**src/rtl/dmem_arbiter.sv**
```systemverilog
// Two-port arbiter in front of a single-port data memory with combinational read data.
// Port 0 has priority; port 1 is guaranteed a grant after STARVE_MAX consecutive port-0 wins.
module dmem_arbiter #(
  parameter int NUM_WORDS  = 256,
  parameter int STARVE_MAX = 4
) (
  input  logic        clk,
  input  logic        rst_n,
  input  logic        req0,
  input  logic        we0,
  input  logic [31:0] addr0,
  input  logic [31:0] wdata0,
  input  logic        req1,
  input  logic        we1,
  input  logic [31:0] addr1,
  input  logic [31:0] wdata1,
  output logic        gnt0,
  output logic        gnt1,
  output logic        rvalid0,
  output logic        rvalid1,
  output logic [31:0] rdata0,
  output logic [31:0] rdata1,
  output logic        err0,
  output logic        err1,
  output logic [31:0] mem_addr,
  output logic [31:0] mem_wd,
  output logic        mem_we,
  input  logic [31:0] mem_rd,
  output logic [1:0]  dbg_state
);

  // Handshake: reqN is held with its we/addr/wdata until gntN pulses; the
  // access then completes with a one-cycle rvalidN (plus errN if out of range)
  // on the following cycle. A reqN still high on that rvalidN cycle is a new request.

  typedef enum logic [1:0] {IDLE = 2'd0, ACCESS = 2'd1, RESP = 2'd2} state_t;

  localparam int             CW         = (STARVE_MAX < 1) ? 1 : $clog2(STARVE_MAX + 1);
  localparam logic [CW-1:0]  STARVE_LIM = CW'(STARVE_MAX);
  localparam logic [31:0]    LIMIT      = 32'(NUM_WORDS);

  state_t        state, state_nxt;
  logic [CW-1:0] starve_cnt;
  logic          arb, any_req, pick1, take;
  logic          lat_id, lat_we, lat_ok;
  logic [31:0]   lat_addr, lat_wdata;
  logic [31:0]   sel_addr, rd_cap;

  // Every state except ACCESS is an arbitration point, so RESP overlaps the next request.
  assign arb      = (state != ACCESS);
  assign any_req  = req0 | req1;
  assign take     = arb & any_req;
  assign pick1    = req1 & (~req0 | (starve_cnt == STARVE_LIM));
  assign sel_addr = pick1 ? addr1 : addr0;
  assign rd_cap   = (!lat_we && lat_ok) ? mem_rd : 32'd0;
  assign dbg_state = state;

  always_ff @(posedge clk or negedge rst_n) begin
    if (!rst_n) state <= IDLE;
    else        state <= state_nxt;
  end

  always_comb begin
    state_nxt = state;
    case (state)
      IDLE, RESP: state_nxt = any_req ? ACCESS : IDLE;
      ACCESS:     state_nxt = RESP;
      default:    state_nxt = IDLE;
    endcase
  end

  always_ff @(posedge clk or negedge rst_n) begin
    if (!rst_n) begin
      lat_id     <= 1'b0;
      lat_we     <= 1'b0;
      lat_ok     <= 1'b0;
      lat_addr   <= 32'd0;
      lat_wdata  <= 32'd0;
      starve_cnt <= '0;
      rdata0     <= 32'd0;
      rdata1     <= 32'd0;
    end else begin
      if (take) begin
        lat_id    <= pick1;
        lat_we    <= pick1 ? we1 : we0;
        lat_addr  <= sel_addr;
        lat_wdata <= pick1 ? wdata1 : wdata0;
        lat_ok    <= (sel_addr < LIMIT);
      end
      if (!req1) starve_cnt <= '0;
      else if (take && pick1) starve_cnt <= '0;
      else if (take && starve_cnt != STARVE_LIM) starve_cnt <= starve_cnt + CW'(1);
      // Read data is captured as the access closes and held until that port's next completion.
      if (state == ACCESS) begin
        if (lat_id) rdata1 <= rd_cap;
        else        rdata0 <= rd_cap;
      end
    end
  end

  always_comb begin
    gnt0     = 1'b0;
    gnt1     = 1'b0;
    rvalid0  = 1'b0;
    rvalid1  = 1'b0;
    err0     = 1'b0;
    err1     = 1'b0;
    mem_we   = 1'b0;
    mem_addr = 32'd0;
    mem_wd   = 32'd0;
    case (state)
      ACCESS: begin
        gnt0     = ~lat_id;
        gnt1     = lat_id;
        mem_addr = lat_addr;
        mem_wd   = lat_wdata;
        mem_we   = lat_we & lat_ok;
      end
      RESP: begin
        rvalid0 = ~lat_id;
        rvalid1 = lat_id;
        err0    = ~lat_id & ~lat_ok;
        err1    = lat_id & ~lat_ok;
      end
      default: ;
    endcase
  end

endmodule

```
**config.mk**
```make
export PLATFORM = sky130hd
export DESIGN_NAME = dmem_arbiter
export DESIGN_NICKNAME = d
export VERILOG_FILES = /design/src/rtl/dmem_arbiter.sv
export SDC_FILE = /design/constraint.sdc
export NUM_CORES = 1
export LEC_CHECK = 0
export CAP_MARGIN = 30
export CORE_MARGIN = 5
export CORE_UTILIZATION = 25
export CTS_BUF_LIST = sky130_fd_sc_hd__clkbuf_4
export CTS_CLUSTER_SIZE = 10
export DETAILED_ROUTE_END_ITERATION = 7
export PLACE_DENSITY = 0.63
export SETUP_SLACK_MARGIN = 0.4
export SLEW_MARGIN = 20
export SYNTH_ARGS = -nofsm -noshare
export SYNTH_HDL_FRONTEND = slang
export SYNTH_SLANG_ARGS = --single-unit
```
**constraint.sdc**
```tcl
create_clock -name clk -period 3.3 [get_ports clk]
set_input_delay 0.66 -clock clk [delete_from_list [all_inputs] [get_ports clk]]
set_output_delay 0.66 -clock clk [all_outputs]
set_load 0.005 [all_outputs]
```
==> run summary <==
overall routing resource usage - 14.63%
crit-path cells - nand2b_4 -> inv_8 -> buf_4 -> nand2_2 -> inv_1 -> clkdlybuf4s50_1
pin slew with the least headroom to its limit - 0.6140 ns
I/O Buffers - 302
syn_area_per_cell - 9.632 µm²
sequential area share after synthesis - 53.62%
worst vdd ir - 0.1775 mV
Clock Power Share - 30.1%
Max Freq - 364.2 MHz
Die ar. - 28,680 µm²
Antenna Nets Post-Route - 0
worst setup margin - 0.5539 ns
Hold Buf Count CTS - 0
Design Area, Final - 10,030 µm²
combinational family with the most area after synthesis - simple AND/OR/NAND/NOR gates
Worst Hold Class - primary input to asynchronous set/reset pin
worst-case clock skew - 0.02940 ns
later-pin clock latency in the skew report - 0.52 ns
Root Driver - clkbuf_4
layout cells sized above 1 - 5.938%
most frequent cells in the layout - clkdlybuf4s50_1, nand2_1, dfrtp_1, o21ai_0
Synth Area in Simple Gates - 19.08%
outcome - finished, final reports clean
IO Count - 303
CTS tree - done
cts bufs inserted - 17
combinational power share - 24.4%
largest net degree at the start of global routing - 70
Setup WS pre-CTS - 0.5990 ns
Synthesized Nets - 827
drt wl/cell - 16.71 µm
Synth Area in Compound Gates - 11.39%
yosys warns - 0
CP required - 2.64 ns
Die W - 169.3 µm
Final Hold Fails - 0
switching part of the total - 29.20%
Adder-Cell Fraction of Synth Area - 0.3942%
Flop pwr share - 45.5%
DIE HEIGHT - 169.3 µm
period utilization - 83.21%
Area contributors post-synth - dfrtp_1, mux2i_1, nand2_1
Power per Cell Area - 426.6 nW/µm²
global-route wire length before repair - 32,700 µm
Area Overhead vs Synth - 58.05%
Worst-path clk slew - 0.14 ns
Max Root-Sink Buffers - 2
Synth Instances - 659
Synth cell types - 30
Final setup violation count - 0
Rel. slew slack - 59.07%
commonest non-fill, non-tap cell in the layout - clkdlybuf4s50_1
post-synthesis mux area share - 10.25%
core area - 25,110 µm²
startpoint class of the critical path - flip-flop
ANT cells - 0
Top delay family on crit path - buffers and inverters
Max stage delay on crit path - 0.55 ns
number of DRC markers in iteration 0 - 281
CP Class - flip-flop to output pin
placed inst area - 9613 µm²
largest area contributor in the netlist - dfrtp_1
Syn Std Cell Area - 6347 µm²
Worst setup EP type - output pin
initial antenna violation count - 0
Pleak - 0.004371 µW
via/cell ratio - 4.326
DRT Wirelength - 21,550 µm
CP Max Fanout - 11
RePlAce Congestion - 0.7698
top-area cell type share of the netlist area - 53.62%
Pint - 3030 µW
number of global-route vias before repair - 5,625
H-tree levels - 4
Initial Utilization - 25.28%
residual DRC count - 0
CP max-delay cell - clkdlybuf4s50_1
HPWL after DPL - 15,900 µm
CP arrival - 2.09 ns
Max Cap Viol - 0
Final #Nets - 1,116
DR vias - 5,580
Clock Sink Count - 136
total grt overflow - 0
Post-Synth XOR/XNOR Area - 0%
1st-pass router iterations - 4
CP bufs+invs - 4
switching pwr - 1250 µW
minimum clock period - 2.746 ns
Core Rows - 58
RSZ-0062 raised after global routing - no
setup_tns - 0 ns
max-slew violation count - 0
FF+latch count, synth - 136
==> worst reg2reg max path, delay by kind of cell (launching register included) <==
| kind | cells | cell delay [ns] |
|---|---|---|
| buf+inv | 2 | 0.42 |
| fa+ha+maj | 1 | 0.23 |
| compound gates | 2 | 0.42 |
| flops | 1 | 0.41 |
| simple gates | 1 | 0.12 |
| mux | 1 | 0.38 |
==> area by class of cell <==
| type | count | area [µm²] |
|---|---|---|
| inverter | 7 | 33.78 |
| tap | 330 | 412.9 |
| sequential | 136 | 3405 |
| fill | 2539 | 15080 |
| timing repair inverter | 1 | 6.256 |
| clock buffer | 17 | 127.6 |
| multi-input combinational | 469 | 2636 |
| clock inverter | 14 | 198.9 |
| timing repair buffer | 316 | 3212 |
==> synthesized netlist by cell type <==
master and n:
a21bo_4 1, a21boi_0 1, a21oi_1 4, a31o_2 1
and2_1 65, and3_1 1, buf_12 5, buf_2 13
buf_4 2, buf_6 3, clkbuf_1 21, clkbuf_2 3
dfrtp_1 136, ha_1 2, inv_1 7, mux2i_1 65
nand2_1 164, nand2_4 1, nand2b_1 2, nand3_1 1
nand4_1 3, nor2_1 7, nor2b_1 1, nor3_1 5
nor3b_1 2, nor4_1 10, o211ai_1 1, o21ai_0 91
o21ai_1 39, o22ai_1 2
==> power groups by stage <==
stage / Combinational, µW / Clock, µW / Sequential, µW
after global placement: 1020 / 0 / 1980
after detailed placement: 1020 / 0 / 1980
after floorplan: 441 / 0 / 1940
final: 1050 / 1290 / 1950
after CTS: 1070 / 1360 / 1950
after global routing: 1150 / 1430 / 1970
==> path summary, 6_finish.rpt <==
path | start | end | slack (ns) | depth (start not counted)
hold / removal | rst_n | rdata0[12] | 0.11 | 1
max in group asynchronous | rst_n | lat_wdata[21] | 2.32 | 2
setup reg to reg | starve_cnt[0] | lat_ok | 1.27 | 7
setup / recovery | dbg_state[1] | gnt1 | 0.55 | 6
hold reg to reg | lat_wdata[21] | lat_wdata[21] | 0.48 | 2
min in group clk | lat_wdata[21] | lat_wdata[21] | 0.48 | 2
==> metrics by stage <==
stage	hold WS, ns	std cells	utilization, %	total power [µW]
2_1_floorplan	0.3644	659	-	2386
3_3_place_gp	0.4520	1253	38.28	3000
3_5_place_dp	0.4618	1253	38.28	3008
4_1_cts	0.05800	1289	39.92	4379
5_1_grt	0.06601	1290	39.95	4552
6_report	0.1058	1290	39.95	4280
==> metal layers <==
layer  track usage [%]  vias to the layer above  routed length [µm]
met5                 0                        -                   0
met4             3.640                        0                 225
met3             4.962                       17                2000
met2             23.08                      237                9576
met1             19.44                     2550                9748
li1                  -                     2776                   -
==> registers in the layout, summed over array words and instances (netlist names) <==
name,cells
lat_ok,1
rdata1,32
starve_cnt,3
dbg_state,2
lat_we,1
lat_id,1
lat_wdata,32
rdata0,32
lat_addr,32
==> timing repair <==
item	4_1_cts	5_1_grt
gates cloned	2	0
setup endpoints to repair	67	23
resized for setup	8	3
setup buffers	3	1
==> logic make-up after synthesis <==
family          count (synthesis)
simple gates                  262
compound gates                140
flops                         136
mux                            65
buf+inv                        54
fa+ha+maj                       2
Note: power is estimated with default switching activity, not from simulation.
